`src/rtl/sd_block_mgr_if.sv`:
```
// Purpose: bundles the sd_link block-transfer signals and the host request/ack channel of sd_block_mgr.
// Latency: none (wiring only).
// Backpressure: host_req is held until host_ack; the link side sees go/done pulses.
interface sd_block_mgr_if;
    // sd_link side
    logic        block_read_act;
    logic [31:0] block_read_addr;
    logic [31:0] block_read_num;
    logic        block_read_stop;
    logic        block_write_act;
    logic [31:0] block_write_addr;
    logic [31:0] block_write_num;
    logic        block_read_go;
    logic        block_write_done;
    // host side
    logic        host_req;
    logic        host_req_write;
    logic [31:0] host_req_addr;
    logic        host_ack;
    // status
    logic        busy;
    logic        err_timeout;
    logic        err_clear;
    logic [15:0] rd_count;
    logic [15:0] wr_count;

    // The block manager itself
    modport master (
        input  block_read_act, block_read_addr, block_read_num, block_read_stop,
        input  block_write_act, block_write_addr, block_write_num,
        input  host_ack, err_clear,
        output block_read_go, block_write_done,
        output host_req, host_req_write, host_req_addr,
        output busy, err_timeout, rd_count, wr_count
    );

    // The surrounding sd_link / host environment
    modport slave (
        output block_read_act, block_read_addr, block_read_num, block_read_stop,
        output block_write_act, block_write_addr, block_write_num,
        output host_ack, err_clear,
        input  block_read_go, block_write_done,
        input  host_req, host_req_write, host_req_addr,
        input  busy, err_timeout, rd_count, wr_count
    );
endinterface

```
`src/rtl/sd_block_mgr.sv`:
```
// Purpose: turns sd_link block read/write activity into single-block host requests and returns go/done pulses.
// Latency: request edge -> host_req next cycle; host_ack -> go/done next cycle for PULSE_CYCLES cycles.
// Backpressure: host_req held until host_ack or timeout; new link requests wait (stay pending) until IDLE.
module sd_block_mgr #(
    parameter logic [23:0] TIMEOUT_CYCLES = 24'd5000000,
    parameter int          PULSE_CYCLES   = 2
) (
    input  logic          clk_50,
    input  logic          reset_n,
    sd_block_mgr_if.master bus
);

    localparam logic [3:0] PULSE_LAST = 4'(PULSE_CYCLES);

    typedef enum logic [2:0] {
        IDLE    = 3'd0,
        RD_REQ  = 3'd1,
        WR_REQ  = 3'd2,
        RD_GO   = 3'd3,
        WR_DONE = 3'd4
    } state_t;

    state_t      state;
    logic [23:0] tcnt;
    logic [3:0]  pcnt;
    logic        stop_flag;

    // Registered copies of the link levels. The arm bits stay low after reset
    // until the matching act has been seen low, so an act already high when
    // reset is released is not mistaken for a fresh request.
    logic        rd_act_q, wr_act_q;
    logic        rd_arm, wr_arm;
    logic [31:0] rd_num_q, wr_num_q;

    logic rd_new, wr_new, rd_take, wr_take, to_hit;

    // Request detection and arbitration: read wins a same-cycle tie.
    always_comb begin
        rd_new  = rd_arm & bus.block_read_act &
                  (~rd_act_q | (bus.block_read_num != rd_num_q));
        wr_new  = wr_arm & bus.block_write_act &
                  (~wr_act_q | (bus.block_write_num != wr_num_q));
        rd_take = (state == IDLE) & rd_new;
        wr_take = (state == IDLE) & wr_new & ~rd_new;
        to_hit  = (TIMEOUT_CYCLES != 24'd0) && (tcnt == TIMEOUT_CYCLES);
    end

    // Link level copies; a detected but not-yet-accepted request keeps its old copy so IDLE sees it again.
    always_ff @(posedge clk_50 or negedge reset_n) begin
        if (!reset_n) begin
            rd_act_q <= 1'b0;
            wr_act_q <= 1'b0;
            rd_arm   <= 1'b0;
            wr_arm   <= 1'b0;
            rd_num_q <= 32'd0;
            wr_num_q <= 32'd0;
        end else begin
            rd_arm <= rd_arm | ~bus.block_read_act;
            wr_arm <= wr_arm | ~bus.block_write_act;
            if (!rd_new || rd_take) begin
                rd_act_q <= bus.block_read_act;
                rd_num_q <= bus.block_read_num;
            end
            if (!wr_new || wr_take) begin
                wr_act_q <= bus.block_write_act;
                wr_num_q <= bus.block_write_num;
            end
        end
    end

    // Transfer sequencer with registered outputs, timeout and statistics.
    always_ff @(posedge clk_50 or negedge reset_n) begin
        if (!reset_n) begin
            state                <= IDLE;
            tcnt                 <= 24'd0;
            pcnt                 <= 4'd0;
            stop_flag            <= 1'b0;
            bus.host_req         <= 1'b0;
            bus.host_req_write   <= 1'b0;
            bus.host_req_addr    <= 32'd0;
            bus.block_read_go    <= 1'b0;
            bus.block_write_done <= 1'b0;
            bus.busy             <= 1'b0;
            bus.err_timeout      <= 1'b0;
            bus.rd_count         <= 16'd0;
            bus.wr_count         <= 16'd0;
        end else begin
            // A timeout in the same cycle overrides the clear further down.
            if (bus.err_clear)
                bus.err_timeout <= 1'b0;

            case (state)
                IDLE: begin
                    if (rd_take) begin
                        state              <= RD_REQ;
                        bus.host_req       <= 1'b1;
                        bus.host_req_write <= 1'b0;
                        bus.host_req_addr  <= bus.block_read_addr + bus.block_read_num;
                        bus.busy           <= 1'b1;
                        stop_flag          <= 1'b0;
                        tcnt               <= 24'd1;
                    end else if (wr_take) begin
                        state              <= WR_REQ;
                        bus.host_req       <= 1'b1;
                        bus.host_req_write <= 1'b1;
                        bus.host_req_addr  <= bus.block_write_addr + bus.block_write_num;
                        bus.busy           <= 1'b1;
                        stop_flag          <= 1'b0;
                        tcnt               <= 24'd1;
                    end
                end

                RD_REQ, WR_REQ: begin
                    if (bus.host_ack) begin
                        bus.host_req <= 1'b0;
                        if (state == WR_REQ) begin
                            state                <= WR_DONE;
                            bus.block_write_done <= 1'b1;
                            pcnt                 <= 4'd1;
                            bus.wr_count         <= bus.wr_count + 16'd1;
                        end else if (stop_flag) begin
                            // Aborted read: finish quietly, nothing counted.
                            state    <= IDLE;
                            bus.busy <= 1'b0;
                        end else begin
                            state             <= RD_GO;
                            bus.block_read_go <= 1'b1;
                            pcnt              <= 4'd1;
                            bus.rd_count      <= bus.rd_count + 16'd1;
                        end
                    end else if (to_hit) begin
                        state           <= IDLE;
                        bus.host_req    <= 1'b0;
                        bus.busy        <= 1'b0;
                        bus.err_timeout <= 1'b1;
                    end else begin
                        tcnt <= tcnt + 24'd1;
                        if (state == RD_REQ && bus.block_read_stop)
                            stop_flag <= 1'b1;
                    end
                end

                RD_GO, WR_DONE: begin
                    if (pcnt == PULSE_LAST) begin
                        state                <= IDLE;
                        bus.block_read_go    <= 1'b0;
                        bus.block_write_done <= 1'b0;
                        bus.busy             <= 1'b0;
                    end else begin
                        pcnt <= pcnt + 4'd1;
                    end
                end

                default: begin
                    state                <= IDLE;
                    bus.host_req         <= 1'b0;
                    bus.block_read_go    <= 1'b0;
                    bus.block_write_done <= 1'b0;
                    bus.busy             <= 1'b0;
                end
            endcase
        end
    end

endmodule

```
`src/flat_wrapper.sv`:
```
// flat-port wrapper written by rule: the top's interface ports become plain ports
module sd_block_mgr_flat 
#(
    parameter logic [23:0] TIMEOUT_CYCLES = 24'd5000000,
    parameter int          PULSE_CYCLES   = 2
)
  (clk_50, reset_n, bus_block_read_act, bus_block_read_addr, bus_block_read_num, bus_block_read_stop, bus_block_write_act, bus_block_write_addr, bus_block_write_num, bus_host_ack, bus_err_clear, bus_block_read_go, bus_block_write_done, bus_host_req, bus_host_req_write, bus_host_req_addr, bus_busy, bus_err_timeout, bus_rd_count, bus_wr_count);
  sd_block_mgr_if bus_i ();
  input  logic clk_50;
  input  logic reset_n;
  input wire logic [$bits(bus_i.block_read_act)-1:0] bus_block_read_act;
  input wire logic [$bits(bus_i.block_read_addr)-1:0] bus_block_read_addr;
  input wire logic [$bits(bus_i.block_read_num)-1:0] bus_block_read_num;
  input wire logic [$bits(bus_i.block_read_stop)-1:0] bus_block_read_stop;
  input wire logic [$bits(bus_i.block_write_act)-1:0] bus_block_write_act;
  input wire logic [$bits(bus_i.block_write_addr)-1:0] bus_block_write_addr;
  input wire logic [$bits(bus_i.block_write_num)-1:0] bus_block_write_num;
  input wire logic [$bits(bus_i.host_ack)-1:0] bus_host_ack;
  input wire logic [$bits(bus_i.err_clear)-1:0] bus_err_clear;
  output wire logic [$bits(bus_i.block_read_go)-1:0] bus_block_read_go;
  output wire logic [$bits(bus_i.block_write_done)-1:0] bus_block_write_done;
  output wire logic [$bits(bus_i.host_req)-1:0] bus_host_req;
  output wire logic [$bits(bus_i.host_req_write)-1:0] bus_host_req_write;
  output wire logic [$bits(bus_i.host_req_addr)-1:0] bus_host_req_addr;
  output wire logic [$bits(bus_i.busy)-1:0] bus_busy;
  output wire logic [$bits(bus_i.err_timeout)-1:0] bus_err_timeout;
  output wire logic [$bits(bus_i.rd_count)-1:0] bus_rd_count;
  output wire logic [$bits(bus_i.wr_count)-1:0] bus_wr_count;
  assign bus_i.block_read_act = bus_block_read_act;
  assign bus_i.block_read_addr = bus_block_read_addr;
  assign bus_i.block_read_num = bus_block_read_num;
  assign bus_i.block_read_stop = bus_block_read_stop;
  assign bus_i.block_write_act = bus_block_write_act;
  assign bus_i.block_write_addr = bus_block_write_addr;
  assign bus_i.block_write_num = bus_block_write_num;
  assign bus_i.host_ack = bus_host_ack;
  assign bus_i.err_clear = bus_err_clear;
  assign bus_block_read_go = bus_i.block_read_go;
  assign bus_block_write_done = bus_i.block_write_done;
  assign bus_host_req = bus_i.host_req;
  assign bus_host_req_write = bus_i.host_req_write;
  assign bus_host_req_addr = bus_i.host_req_addr;
  assign bus_busy = bus_i.busy;
  assign bus_err_timeout = bus_i.err_timeout;
  assign bus_rd_count = bus_i.rd_count;
  assign bus_wr_count = bus_i.wr_count;
  sd_block_mgr #(.TIMEOUT_CYCLES(TIMEOUT_CYCLES), .PULSE_CYCLES(PULSE_CYCLES)) u_core (.clk_50(clk_50), .reset_n(reset_n), .bus(bus_i));
endmodule
```
`config.mk`:
```
export PLATFORM = sky130hd
export DESIGN_NAME = sd_block_mgr_flat
export DESIGN_NICKNAME = d
export VERILOG_FILES = /design/src/rtl/sd_block_mgr_if.sv /design/src/rtl/sd_block_mgr.sv /design/src/flat_wrapper.sv
export SDC_FILE = /design/constraint.sdc
export NUM_CORES = 1
export LEC_CHECK = 0
export ABC_AREA = 1
export BUFFER_PORTS_ARGS = -buffer_cell sky130_fd_sc_hd__buf_2
export CAP_MARGIN = 5
export CORE_ASPECT_RATIO = 1.5
export CORE_MARGIN = 2
export CORE_UTILIZATION = 53
export CTS_BUF_LIST = sky130_fd_sc_hd__clkbuf_8 sky130_fd_sc_hd__clkbuf_16
export DETAILED_ROUTE_END_ITERATION = 10
export GPL_TIMING_DRIVEN = 0
export PLACE_DENSITY = 0.77
export SETUP_SLACK_MARGIN = 0.4
export SLEW_MARGIN = 20
export SYNTH_ARGS = -nofsm -noshare
export SYNTH_HDL_FRONTEND = slang
export SYNTH_SLANG_ARGS = --single-unit
```
`constraint.sdc`:
```
create_clock -name clk_50 -period 4.55 [get_ports clk_50]
set_input_delay 0.91 -clock clk_50 [delete_from_list [all_inputs] [get_ports clk_50]]
set_output_delay 0.91 -clock clk_50 [all_outputs]
set_load 0.1 [all_outputs]
```
==> summary.txt <==
Routing
  – Number of remaining DRC errors: 0
  – Vias per cell: 5.36
  – Drt pass-1 iters: 7
  – Via Count: 13300
  – Final WL: 40800 µm
  – DR iter-0 viols: 778
  – Post-route antenna net violation count: 0
  – Routed len/inst: 16.4 µm

Yosys
  – Cell count after synthesis: 1931
  – Yosys top cell area share: 32.9%
  – Ys flop type: dfrtp_1
  – Post-synth EDFFs: 0
  – Synth unique cells: 43
  – Synth area leaders: dfrtp_1, nand2_1, inv_1
  – Syn avg cell area: 6.70 µm²
  – Leading area contributor after synthesis: dfrtp_1
  – Sequential share of the synthesized area: 32.9%
  – Async SR Flop Fraction: 100%
  – Syn Nets: 2136
  – Post-synthesis register bit count: 170
  – Synthesized cell area: 12900 µm²
  – YS warnings: 0

Global route
  – Total grt overflow: 0
  – Vias in the first global route: 13300
  – First-pass GRT wire length: 65700 µm
  – Initial antenna violation count: 0
  – Total GRT Usage: 32.1%
  – Largest net degree at the start of global routing: 100

CTS
  – Hold buffer count at CTS: 0
  – Clk_lat worst skew: 450 ps
  – Post-CTS setup buffers: 0
  – Max Buffers Root-to-Sink: 2
  – Post-CTS sizing: 0
  – CTS Buf Count: 17
  – CTS HTree Levels: 4
  – CTS tree: yes
  – Clock sink total: 170
  – Clock root buffer: clkbuf_16
  – Worst-path clk slew: 70 ps

Timing
  – RSZ-0062 raised after global routing: false
  – Worst slew pin tran: 695 ps
  – Tmin final: 3040 ps
  – Slew Limit Fails: 0
  – Final hold viol count: 0
  – Fin Setup TNS: 0 ps
  – Rel. slew slack: 53.2%
  – Setup violators final: 0
  – F_max: 329 MHz
  – Clock Skews: 13.8 ps
  – Setup ws final: 1510 ps
  – Tcrit/Tclk final: 66.9%

Die
  – # rows: 70
  – Die X: 132 µm
  – I/O pin count: 205
  – Die H: 195 µm
  – Starting Density: 53.5%
  – CORE AREA: 24200 µm²
  – Die area: 25700 µm²

Final layout
  – FILL cells: 2387
  – Most frequent cells in the layout: nand2_1, inv_1, buf_2
  – Synthesis-to-layout area growth: 15.9%
  – Storage cell area: 4250 µm²
  – Antenna Cells: 0
  – Fraction of layout instances using a drive strength above 1: 13.4%
  – Final Net Count: 2360
  – Footprint of the multi-input gates: 7580 µm²
  – Design Area, Final: 15000 µm²
  – Most common cell after layout, fill and taps aside: nand2_1

Pwr
  – Switching pwr: 4.36 mW
  – Leak: 8.14 nW
  – Reg power frac: 28.0%
  – P per Cell Area: 539 nW/µm²
  – Int Pwr: 3.72 mW
  – Worst VDD drop: 0.437 mV
  – Power Total: 8.08 mW
  – Combinational share of power: 53.5%
  – Clock share of power: 18.5%
  – Sw Share: 53.9%

Status
  – Status: complete, no violations

Min path
  – Tightest Hold Check Type: input port to async pin

Worst setup path
  – Setup crit start kind: input port
  – WP data arrival: 3380 ps
  – Crit Path Max Fanout: 4
  – CP endpoint kind: register
  – Critical path class: input port to register
  – Worst path required time: 4880 ps

Placed design
  – DP HPWL: 33200 µm
  – Place WS: 1080 ps
  – GP Congestion: 0.947
  – Port-buffer cells: 204
  – Placed Area: 14400 µm²

Flow run
  – Max-cap viol count: 0
[cell families after synthesis]
group	Yosys count	synth area share, %
AND/OR/NAND/NOR	1045	33.9
AO/OA/AOI/OAI	258	10.4
buffers and inverters	278	8.51
adder cells (fa/ha/maj)	70	6.89
XOR/XNOR	110	7.45
flip-flops	170	32.9
[worst paths after layout]
check / start / endpoint / slack, ps / cells after the start
max reg2reg: u_core.rd_num_q[6] / u_core.rd_num_q[1] / 1950 / 11
min: reset_n / u_core.wr_num_q[22] / 420 / 1
min in group clk_50: u_core.wr_arm / u_core.wr_arm / 460 / 2
max in group asynchronous: reset_n / u_core.rd_act_q / 3210 / 2
min reg2reg: u_core.wr_arm / u_core.wr_arm / 460 / 2
max: bus_block_read_num[0] / u_core.bus.host_req_addr[28] / 1510 / 16
[cell type report]
class,instances,share of cell area [%]
timing repair buffer,205,7.06
sequential,170,28.4
buffer,33,1.21
clock inverter,13,0.910
tap,324,2.70
inverter,245,6.14
multi-input combinational,1483,50.6
clock buffer,19,3.02
[metrics by stage]
step	hold slack (ps)	utilization [%]	cells
detailed placement	452	59.6	2460
global placement	438	59.4	2459
CTS	452	62.0	2492
global route	473	62.0	2492
finish	422	62.0	2492
floorplan	426	-	1931
[power by group through the flow]
stage,Combinational [mW],Clock (mW),Sequential [mW]
detailed placement,4.29,0,2.28
global route,4.68,1.57,2.31
global placement,4.23,0,2.26
floorplan,1.83,0,3.62
finish,4.32,1.50,2.26
CTS,4.31,1.51,2.25
[critical path: stages]
cell     delay (ps)
buf_2           110
ha_1            210
inv_1            80
fa_1            420
o21ai_0         410
nand2_1          90
nand2_1         190
nand2_1         100
nand2_1         170
nand3_1         140
nand2_1         100
nand2_1          50
nand3_1         170
nand2_1          80
nand2_1          80
nand2_1          50
[registers in the layout, summed over array words and instances, names as in the netlist, 3 cells and up]
signal	count
u_core.state	3
u_core.bus.host_req_addr	32
u_core.bus.rd_count	16
u_core.wr_num_q	32
u_core.bus.wr_count	16
u_core.pcnt	4
u_core.rd_num_q	32
u_core.tcnt	24
[per-layer routing]
layer | part of all wire (%) | vias up | global-route usage, % | wire (µm)
met3 | 4.1 | 127 | 3.87 | 1660
li1 | - | 6612 | - | -
met1 | 39 | 6191 | 35.4 | 15900
met4 | 5.0 | 0 | 16.0 | 2030
met5 | 0 | - | 0 | 0
met2 | 52 | 418 | 60.4 | 21300
[cells in the mapped netlist, types with 2 or more instances]
cell / n
a21o_1: 5
a21oi_1: 79
buf_2: 16
buf_4: 4
buf_6: 3
clkbuf_1: 9
dfrtp_1: 170
fa_1: 2
ha_1: 68
inv_1: 240
inv_2: 5
nand2_1: 665
nand2_2: 7
nand2_4: 3
nand3_1: 98
nand3b_1: 6
nand4_1: 41
nor2_1: 169
nor2_2: 5
nor2_4: 5
nor3_1: 32
nor4_1: 6
o21a_1: 2
o21ai_0: 151
o21ai_1: 7
o21bai_1: 7
o22ai_1: 2
xnor2_1: 48
xor2_1: 62
(Power assumes the default switching activity.)
